--- src/rtl/apb_arb_pkg.sv ---
// Shared types and constants for the APB master arbiter.
// State encoding, data width and select-field width helper.
package apb_arb_pkg;

  localparam int DATA_W = 32;

  // A field width of at least one bit keeps a single-slave build legal.
  function automatic int sel_width(input int n);
    return (n > 1) ? $clog2(n) : 1;
  endfunction

  localparam int SEL_W = sel_width(4);

  typedef enum logic [1:0] {
    IDLE   = 2'd0,
    SETUP  = 2'd1,
    ACCESS = 2'd2,
    RESP   = 2'd3
  } apb_state_e;

endpackage

--- src/rtl/rr_arbiter.sv ---
// Combinational round-robin picker: the search starts one past last_grant.
// The caller owns the last_grant register and decides when it advances.
module rr_arbiter #(
  parameter int NUM_REQ = 2,
  parameter int GW      = (NUM_REQ > 1) ? $clog2(NUM_REQ) : 1
) (
  input  logic [NUM_REQ-1:0] req,
  input  logic [GW-1:0]      last_grant,
  output logic               grant_valid,
  output logic [GW-1:0]      grant_idx
);

  logic [GW-1:0] idx;

  always_comb begin
    grant_valid = 1'b0;
    grant_idx   = '0;
    idx         = '0;
    for (int i = 1; i <= NUM_REQ; i++) begin
      idx = GW'((int'(last_grant) + i) % NUM_REQ);
      if (!grant_valid && req[idx]) begin
        grant_valid = 1'b1;
        grant_idx   = idx;
      end
    end
  end

endmodule

--- src/rtl/apb_master_arbiter.sv ---
// APB master front-end: round-robin arbitration, address decode, SETUP/ACCESS sequencing.
// Optional ACCESS-phase watchdog is enabled by defining APB_ARB_TIMEOUT_EN.
module apb_master_arbiter
  import apb_arb_pkg::*;
#(
  parameter int NUM_REQ = 2,
  parameter int NUM_SLV = 4,
  parameter int SEL_LSB = 12,
  parameter int TIMEOUT = 16
) (
  input  logic                            PCLK,
  input  logic                            PRESET,
  input  logic [NUM_REQ-1:0]              req_valid,
  input  logic [NUM_REQ-1:0][DATA_W-1:0]  req_addr,
  input  logic [NUM_REQ-1:0]              req_write,
  input  logic [NUM_REQ-1:0][DATA_W-1:0]  req_wdata,
  output logic [NUM_REQ-1:0]              req_ready,
  output logic [NUM_REQ-1:0]              rsp_valid,
  output logic [DATA_W-1:0]               rsp_rdata,
  output logic                            rsp_err,
  output logic [DATA_W-1:0]               PADDR,
  output logic [DATA_W-1:0]               PWDATA,
  output logic                            PWRITE,
  output logic [NUM_SLV-1:0]              PSEL,
  output logic                            PENABLE,
  input  logic [NUM_SLV-1:0][DATA_W-1:0]  PRDATA,
  input  logic [NUM_SLV-1:0]              PREADY
);

  localparam int GW = (NUM_REQ > 1) ? $clog2(NUM_REQ) : 1;
  localparam int SW = sel_width(NUM_SLV);

  apb_state_e          state;
  logic [GW-1:0]       last_grant;
  logic [GW-1:0]       cur_grant;
  logic [SW-1:0]       slv_idx;
  logic                grant_valid;
  logic [GW-1:0]       grant_idx;
  logic [DATA_W-1:0]   acc_addr;
  logic [SW-1:0]       acc_sel;
  logic                dec_ok;

`ifdef APB_ARB_TIMEOUT_EN
  localparam int CW = $clog2(TIMEOUT + 1);
  logic [CW-1:0] tmo_cnt;
`endif

  rr_arbiter #(.NUM_REQ(NUM_REQ), .GW(GW)) u_rr (
    .req         (req_valid),
    .last_grant  (last_grant),
    .grant_valid (grant_valid),
    .grant_idx   (grant_idx)
  );

  // Address bits above the select field must be zero, so any region past the
  // last slave decodes as an error instead of aliasing onto a real slave.
  assign acc_addr = req_addr[grant_idx];
  assign acc_sel  = acc_addr[SEL_LSB +: SW];
  assign dec_ok   = ((acc_addr >> (SEL_LSB + SW)) == 32'd0) && (int'(acc_sel) < NUM_SLV);

  always_comb begin
    req_ready = '0;
    if (state == IDLE && grant_valid) req_ready[grant_idx] = 1'b1;
  end

  always_ff @(posedge PCLK or negedge PRESET) begin
    if (!PRESET) begin
      state      <= IDLE;
      PSEL       <= '0;
      PENABLE    <= 1'b0;
      PWRITE     <= 1'b0;
      PADDR      <= '0;
      PWDATA     <= '0;
      rsp_valid  <= '0;
      rsp_rdata  <= '0;
      rsp_err    <= 1'b0;
      last_grant <= GW'(NUM_REQ - 1);
      cur_grant  <= '0;
      slv_idx    <= '0;
`ifdef APB_ARB_TIMEOUT_EN
      tmo_cnt    <= '0;
`endif
    end else begin
      case (state)
        IDLE: begin
          if (grant_valid) begin
            last_grant <= grant_idx;
            cur_grant  <= grant_idx;
            PADDR      <= acc_addr;
            PWDATA     <= req_wdata[grant_idx];
            PWRITE     <= req_write[grant_idx];
            slv_idx    <= acc_sel;
            if (dec_ok) begin
              PSEL  <= NUM_SLV'(1) << acc_sel;
              state <= SETUP;
            end else begin
              rsp_valid <= NUM_REQ'(1) << grant_idx;
              rsp_rdata <= '0;
              rsp_err   <= 1'b1;
              state     <= RESP;
            end
          end
        end
        SETUP: begin
          PENABLE <= 1'b1;
`ifdef APB_ARB_TIMEOUT_EN
          tmo_cnt <= '0;
`endif
          state   <= ACCESS;
        end
        ACCESS: begin
          // A ready slave wins even on the cycle the watchdog would expire.
          if (PREADY[slv_idx]) begin
            PSEL      <= '0;
            PENABLE   <= 1'b0;
            rsp_valid <= NUM_REQ'(1) << cur_grant;
            rsp_rdata <= PRDATA[slv_idx];
            rsp_err   <= 1'b0;
            state     <= RESP;
          end
`ifdef APB_ARB_TIMEOUT_EN
          else if (tmo_cnt == CW'(TIMEOUT - 1)) begin
            PSEL      <= '0;
            PENABLE   <= 1'b0;
            rsp_valid <= NUM_REQ'(1) << cur_grant;
            rsp_rdata <= '0;
            rsp_err   <= 1'b1;
            state     <= RESP;
          end else begin
            tmo_cnt <= tmo_cnt + CW'(1);
          end
`endif
        end
        RESP: begin
          rsp_valid <= '0;
          state     <= IDLE;
        end
        default: state <= IDLE;
      endcase
    end
  end

endmodule
--- config.mk ---
export PLATFORM = sky130hd
export DESIGN_NAME = apb_master_arbiter
export DESIGN_NICKNAME = d
export VERILOG_FILES = /design/src/rtl/apb_arb_pkg.sv /design/src/rtl/rr_arbiter.sv /design/src/rtl/apb_master_arbiter.sv
export SDC_FILE = /design/constraint.sdc
export NUM_CORES = 1
export LEC_CHECK = 0
export ABC_AREA = 1
export CORE_AREA = 2 2 145 147
export CTS_CLUSTER_DIAMETER = 200
export CTS_CLUSTER_SIZE = 16
export DETAILED_ROUTE_END_ITERATION = 8
export DIE_AREA = 0 0 147 149
export GPL_ROUTABILITY_DRIVEN = 0
export PLACE_DENSITY_LB_ADDON = 0.3
export RECOVER_POWER = 100
export SLEW_MARGIN = 15
export SYNTH_ARGS = -nofsm -noshare
export SYNTH_HDL_FRONTEND = slang
export SYNTH_SLANG_ARGS = --single-unit
--- constraint.sdc ---
create_clock -name PCLK -period 2.4 [get_ports PCLK]
set_clock_uncertainty 0.15 [all_clocks]
set_input_delay 0.24 -clock PCLK [delete_from_list [all_inputs] [get_ports PCLK]]
set_output_delay 0.24 -clock PCLK [all_outputs]
set_load 0.1 [all_outputs]
Word-level counts from Yosys, hierarchy flattened:

Index checks and enable logic that the tools add are counted.

* register bits: 111
* input port bits: 266
* output and inout port bits: 107
* logic and storage cells: 86

* shifts and indexed selects: 3
* reduce and logical (&&, ||, !) cells: 15
* order comparisons: 5
* add/subtract/negate cells: 2
* mux-type cells: 42
* equal/unequal tests: 7

Operators with widths (count)
* 32-bit two-way mux: 8
* 32-bit binary-select mux with 2-bit select: 1
* 32-bit one-hot mux with 2 select lines: 1
* 32-bit zero test: 1
* 1-bit two-way mux: 15
* 2-bit two-way mux: 7
* 4-bit two-way mux: 3
* 4-bit AND reduction: 3
* 2-bit != test, second input constant: 4
* 2-bit one-hot mux with 4 select lines: 1
* 4-bit one-hot mux with 2 select lines: 1
* 1-bit by 2-bit less-than comparator with 1-bit output, second input constant: 3
* 2-bit one-hot mux with 3 select lines: 1
* 2-bit AND reduction: 3
* 2-bit == test, second input constant: 2
* 1-bit one-hot mux with 2 select lines: 2
* 2-bit nonzero test: 2
* 1-bit by 1-bit left shift with 2-bit output, first input constant: 2
* 1-bit by 2-bit left shift with 4-bit output, first input constant: 1
* 1-bit logical AND: 3
* 2-bit by 3-bit less-than comparator with 1-bit output, second input constant: 1
* 3-bit nonzero test: 1
* 1-bit adder, second input constant: 2
* 1-bit binary-select mux with 2-bit select: 1
* 5 further kinds: 5

Longest topological paths before layout:

* depth in word-level cells: 13
* depth in mapped cells: 13
* mapped depth without buffers: 13

By module:

A second synthesis with hierarchy kept.

* cell total of the unflattened synthesis: 865
* area, all modules: 5963.2 um2

Modules (own cells, without submodules)
* apb_master_arbiter: area an instance 5948.2 um2, cells an instance 862, seq. area each 2728.9 um2, times used 1
* rr_arbiter: area an instance 15.0 um2, cells an instance 3, seq. area each 0.0 um2, times used 1

Worst setup path before layout:

No wires, ideal clock.

* path kind: reg2reg
* start point: reg state[0]
* end point: reg cur_grant
* clock period less this slack: 2.453 ns
* stages on the path, launching flop included: 8
* setup slack: -0.053 ns
* required time: 2.179 ns
* data arrival time: 2.233 ns
* library setup time: 0.071 ns
* path buffers: 1
* path through: dfrtp_1 -> inv_1 -> ha_1 -> inv_1 -> nor2_1 -> clkbuf_1 -> inv_1 -> nand2_1

* longest elaborated chain between the ends: 2

Ends and longest elaborated chain
* from (decl): line apb_master_arbiter.sv:33 `apb_state_e state;`
* from (signal assigned): line apb_master_arbiter.sv:68 `state <= IDLE;`
* from (signal assigned): line apb_master_arbiter.sv:95 `state <= SETUP;`
* from (signal assigned): line apb_master_arbiter.sv:100 `state <= RESP;`
* 2-bit zero test: line apb_master_arbiter.sv:84 `case (state)`
* 2-bit AND reduction (no line)
* to (signal assigned): line apb_master_arbiter.sv:88 `cur_grant <= grant_idx;`
* to (decl): line apb_master_arbiter.sv:35 `logic [GW-1:0] cur_grant;`

Every way passes these cells.
A chain may end at the register's enable or synchronous reset.

Worst setup path after layout:

* start point: reg state[1]
* end point: out req_ready[0]

* longest elaborated chain between the ends: 3

Ends and longest elaborated chain
* 2-bit zero test: line apb_master_arbiter.sv:63 `if (state == IDLE && grant_valid) req_ready[grant_idx] = 1'b1;`
* 1-bit logical AND: line apb_master_arbiter.sv:63
* 2-bit two-way mux: line apb_master_arbiter.sv:63
* to (decl): line apb_master_arbiter.sv:17 `output logic [NUM_REQ-1:0] req_ready,`

Every way passes these cells.

==> results.ini <==
[routing]
firstDrtPassIters=5
routed_wl_um=23600
first_iter_violations=225
ant_nets=0
vias=6926
drc=0
vias_per_cell=4.73
wl_per_cell_um=16.1

[logic_synthesis]
syn_nets=1103
synth-async-reset-ratio_pct=100
synth_area_leader_cell=dfrtp_1
ys_ff_latch=109
synthFlopType=dfrtp_1
syn_inst=832
netlist_top_cells_area=dfrtp_1 45%, nand2_1 24%, nand3_1 8.2%, a21oi_1 5.9%, a211oi_1 4.0%
yosysWarnings=0
synth_top_area_share_pct=45.3
yosysMostFrequentCell=nand2_1
synthTopCellsByCount=376 x nand2_1, 108 x dfrtp_1, 98 x nand3_1
synth_cell_type_count=27
synth-seq-area-share_pct=45.7
syn_area_sq_mm=0.00597
avgSynthCellArea_sq_um=7.17
synth_edf_count=0

[power]
p_int_mw=5.64
power.total_mw=15.4
p_seq_share_pct=20.3
leakage_nw=4.37
clkPwrFrac_pct=10.3
comb_power_share_pct=69.4
p_switching_mw=9.80
power.density_mw_per_mm2=1580
switching_share_pct=63.5
peakVddDrop_mv=1.30

[floorplanning]
dieArea_sq_mm=0.0219
rows=53
die_y_um=149
num_io_pins=373
start_util_pct=29.0
die_x_um=147
core_area_sq_mm=0.0206

[sta]
fin_setup_tns_ns=0
finalHoldViolCount=0
drv_slew=0
max_freq_mhz=438
timing.final.crit_share_pct=95.0
worst_hold_slack_ns=0.285
finalCriticalPeriod_ns=2.28
grt_setup_unrepaired=no
tightestPinTransition_ns=1.30
setup_viol=0
final.setup.worst_slack_ns=0.119
max-slew-margin-rel_pct=13.8

[status]
outcome=finished clean

[final_layout]
stdcell_count=1465
fin_area_sq_mm=0.00978
final_util_pct=47.6
drive_gt1_share_pct=5.63
syn_to_final_growth_pct=63.8
diodes=0
final_nets=1456

[global_route]
grt_pass1_wl_um=36600
antenna_found_initial=0
overflow=0
grt_pass1_vias=6793
grt.total_usage_pct=21.1
grt_max_degree=65

[place]
place_inst=1447
dpl-instance-area_sq_mm=0.00988
dp_slack_ns=0.00587
hpwl_um=17700
portBuffers=372

[cts]
cts_tree=built
clk_pin_slew_ns=0.08
numCtsBuffers=9
clkLatencyLatePin_ns=0.35
cts-root-buf=clkbuf_16
cts_buffer_depth=2
cts_num_sinks=109
h-tree-depth=3

[worst_setup_path]
end_kind=output pin
setup.worst_path.class=register to output pin
worstPathArrival_ns=1.89
critical_path_required_ns=2.01
crit_path_start_kind=register
crit_fanout=9

[flow_run]
cap_violations=0

[hold_path]
hp-class=input port to register

==> layout by cell type, fill, tap and decap left out, types with 4 or more instances in the layout <==
cell type,synthesis,routed
o21ai_1,4,4
inv_2,3,4
dfrtp_1,108,106
clkdlybuf4s50_1,0,263
clkbuf_1,37,101
buf_12,0,8
clkbuf_16,0,9
buf_4,5,11
nand2_1,376,377
ha_1,5,4
clkbuf_2,0,9
o21ai_0,11,11
inv_1,14,12
a31oi_1,12,12
a211oi_1,32,32
nand3_1,98,98
a21oi_1,70,70
nor2_1,25,24
==> worst max-delay path, cell delays in order, from the launching register on <==
cell and delay [ns]:
dfrtp_1 0.43, inv_1 0.15, ha_4 0.19, inv_1 0.14, nor2_4 0.17, inv_4 0.08
nor2_4 0.13, buf_6 0.24
==> worst paths after layout <==
path,startpoint,to,slack (ns),depth (start not counted)
setup reg to reg,last_grant,PSEL[1],0.22,12
min in group asynchronous,PRESET,PADDR[29],0.37,2
max in group asynchronous,PRESET,PADDR[12],0.38,3
hold / removal,req_wdata[3],PWDATA[3],0.29,3
hold reg to reg,rsp_rdata[23],rsp_rdata[23],0.33,2
setup / recovery,state[1],req_ready[0],0.12,7
==> power groups by stage <==
stage | Sequential [mW] | Combinational (mW) | Clock, mW
after floorplan | 8.32 | 3.10 | 0
after global placement | 3.17 | 11.3 | 0
after detailed placement | 3.16 | 11.4 | 0
after CTS | 3.17 | 11.5 | 1.64
after global routing | 3.23 | 11.4 | 1.72
final | 3.14 | 10.7 | 1.58
==> kinds of logic (layout without fill, tap and decap cells) <==
family          after synthesis  in the layout  share of synthesized area [%]
compound gates              130            130                           12.6
fa+ha+maj                     5              5                           1.05
buf+inv                      75            433                           5.45
flops                       109            109                           45.7
mux                           1              1                          0.168
simple gates                512            512                           35.1
==> layout make-up <==
cell class / instances / area, sq um
sequential: 109 / 2730
fill: 2159 / 10800
timing repair buffer: 399 / 3360
multi-input combinational: 648 / 2960
clock buffer: 11 / 243
inverter: 18 / 70.1
tap: 275 / 344
clock inverter: 5 / 65.1
==> repair_timing <==
item / in CTS / in global routing
setup endpoints to repair: 1 / 5
hold buffers: 1 / 0
pin swaps: 1 / 1
endpoints found under the hold margin: 28 / 0
gates cloned: 0 / 0
setup buffers: 1 / 0
gates resized for setup: 2 / 4
==> flip-flops by register name, summed over array words and instances, names as in the netlist <==
name / count
PADDR: 32
PENABLE: 1
PSEL: 4
PWDATA: 32
PWRITE: 1
cur_grant: 1
last_grant: 1
rsp_err: 1
rsp_rdata: 32
rsp_valid: 2
state: 2
==> per-layer routing <==
metal	up-vias	track usage, %	routed length [um]
li1	3441	-	-
met1	3157	25.3	9620
met2	287	36.0	11100
met3	41	7.13	2190
met4	0	6.68	649
met5	-	0	0
No activity file was read; power rests on OpenSTA's default activity.
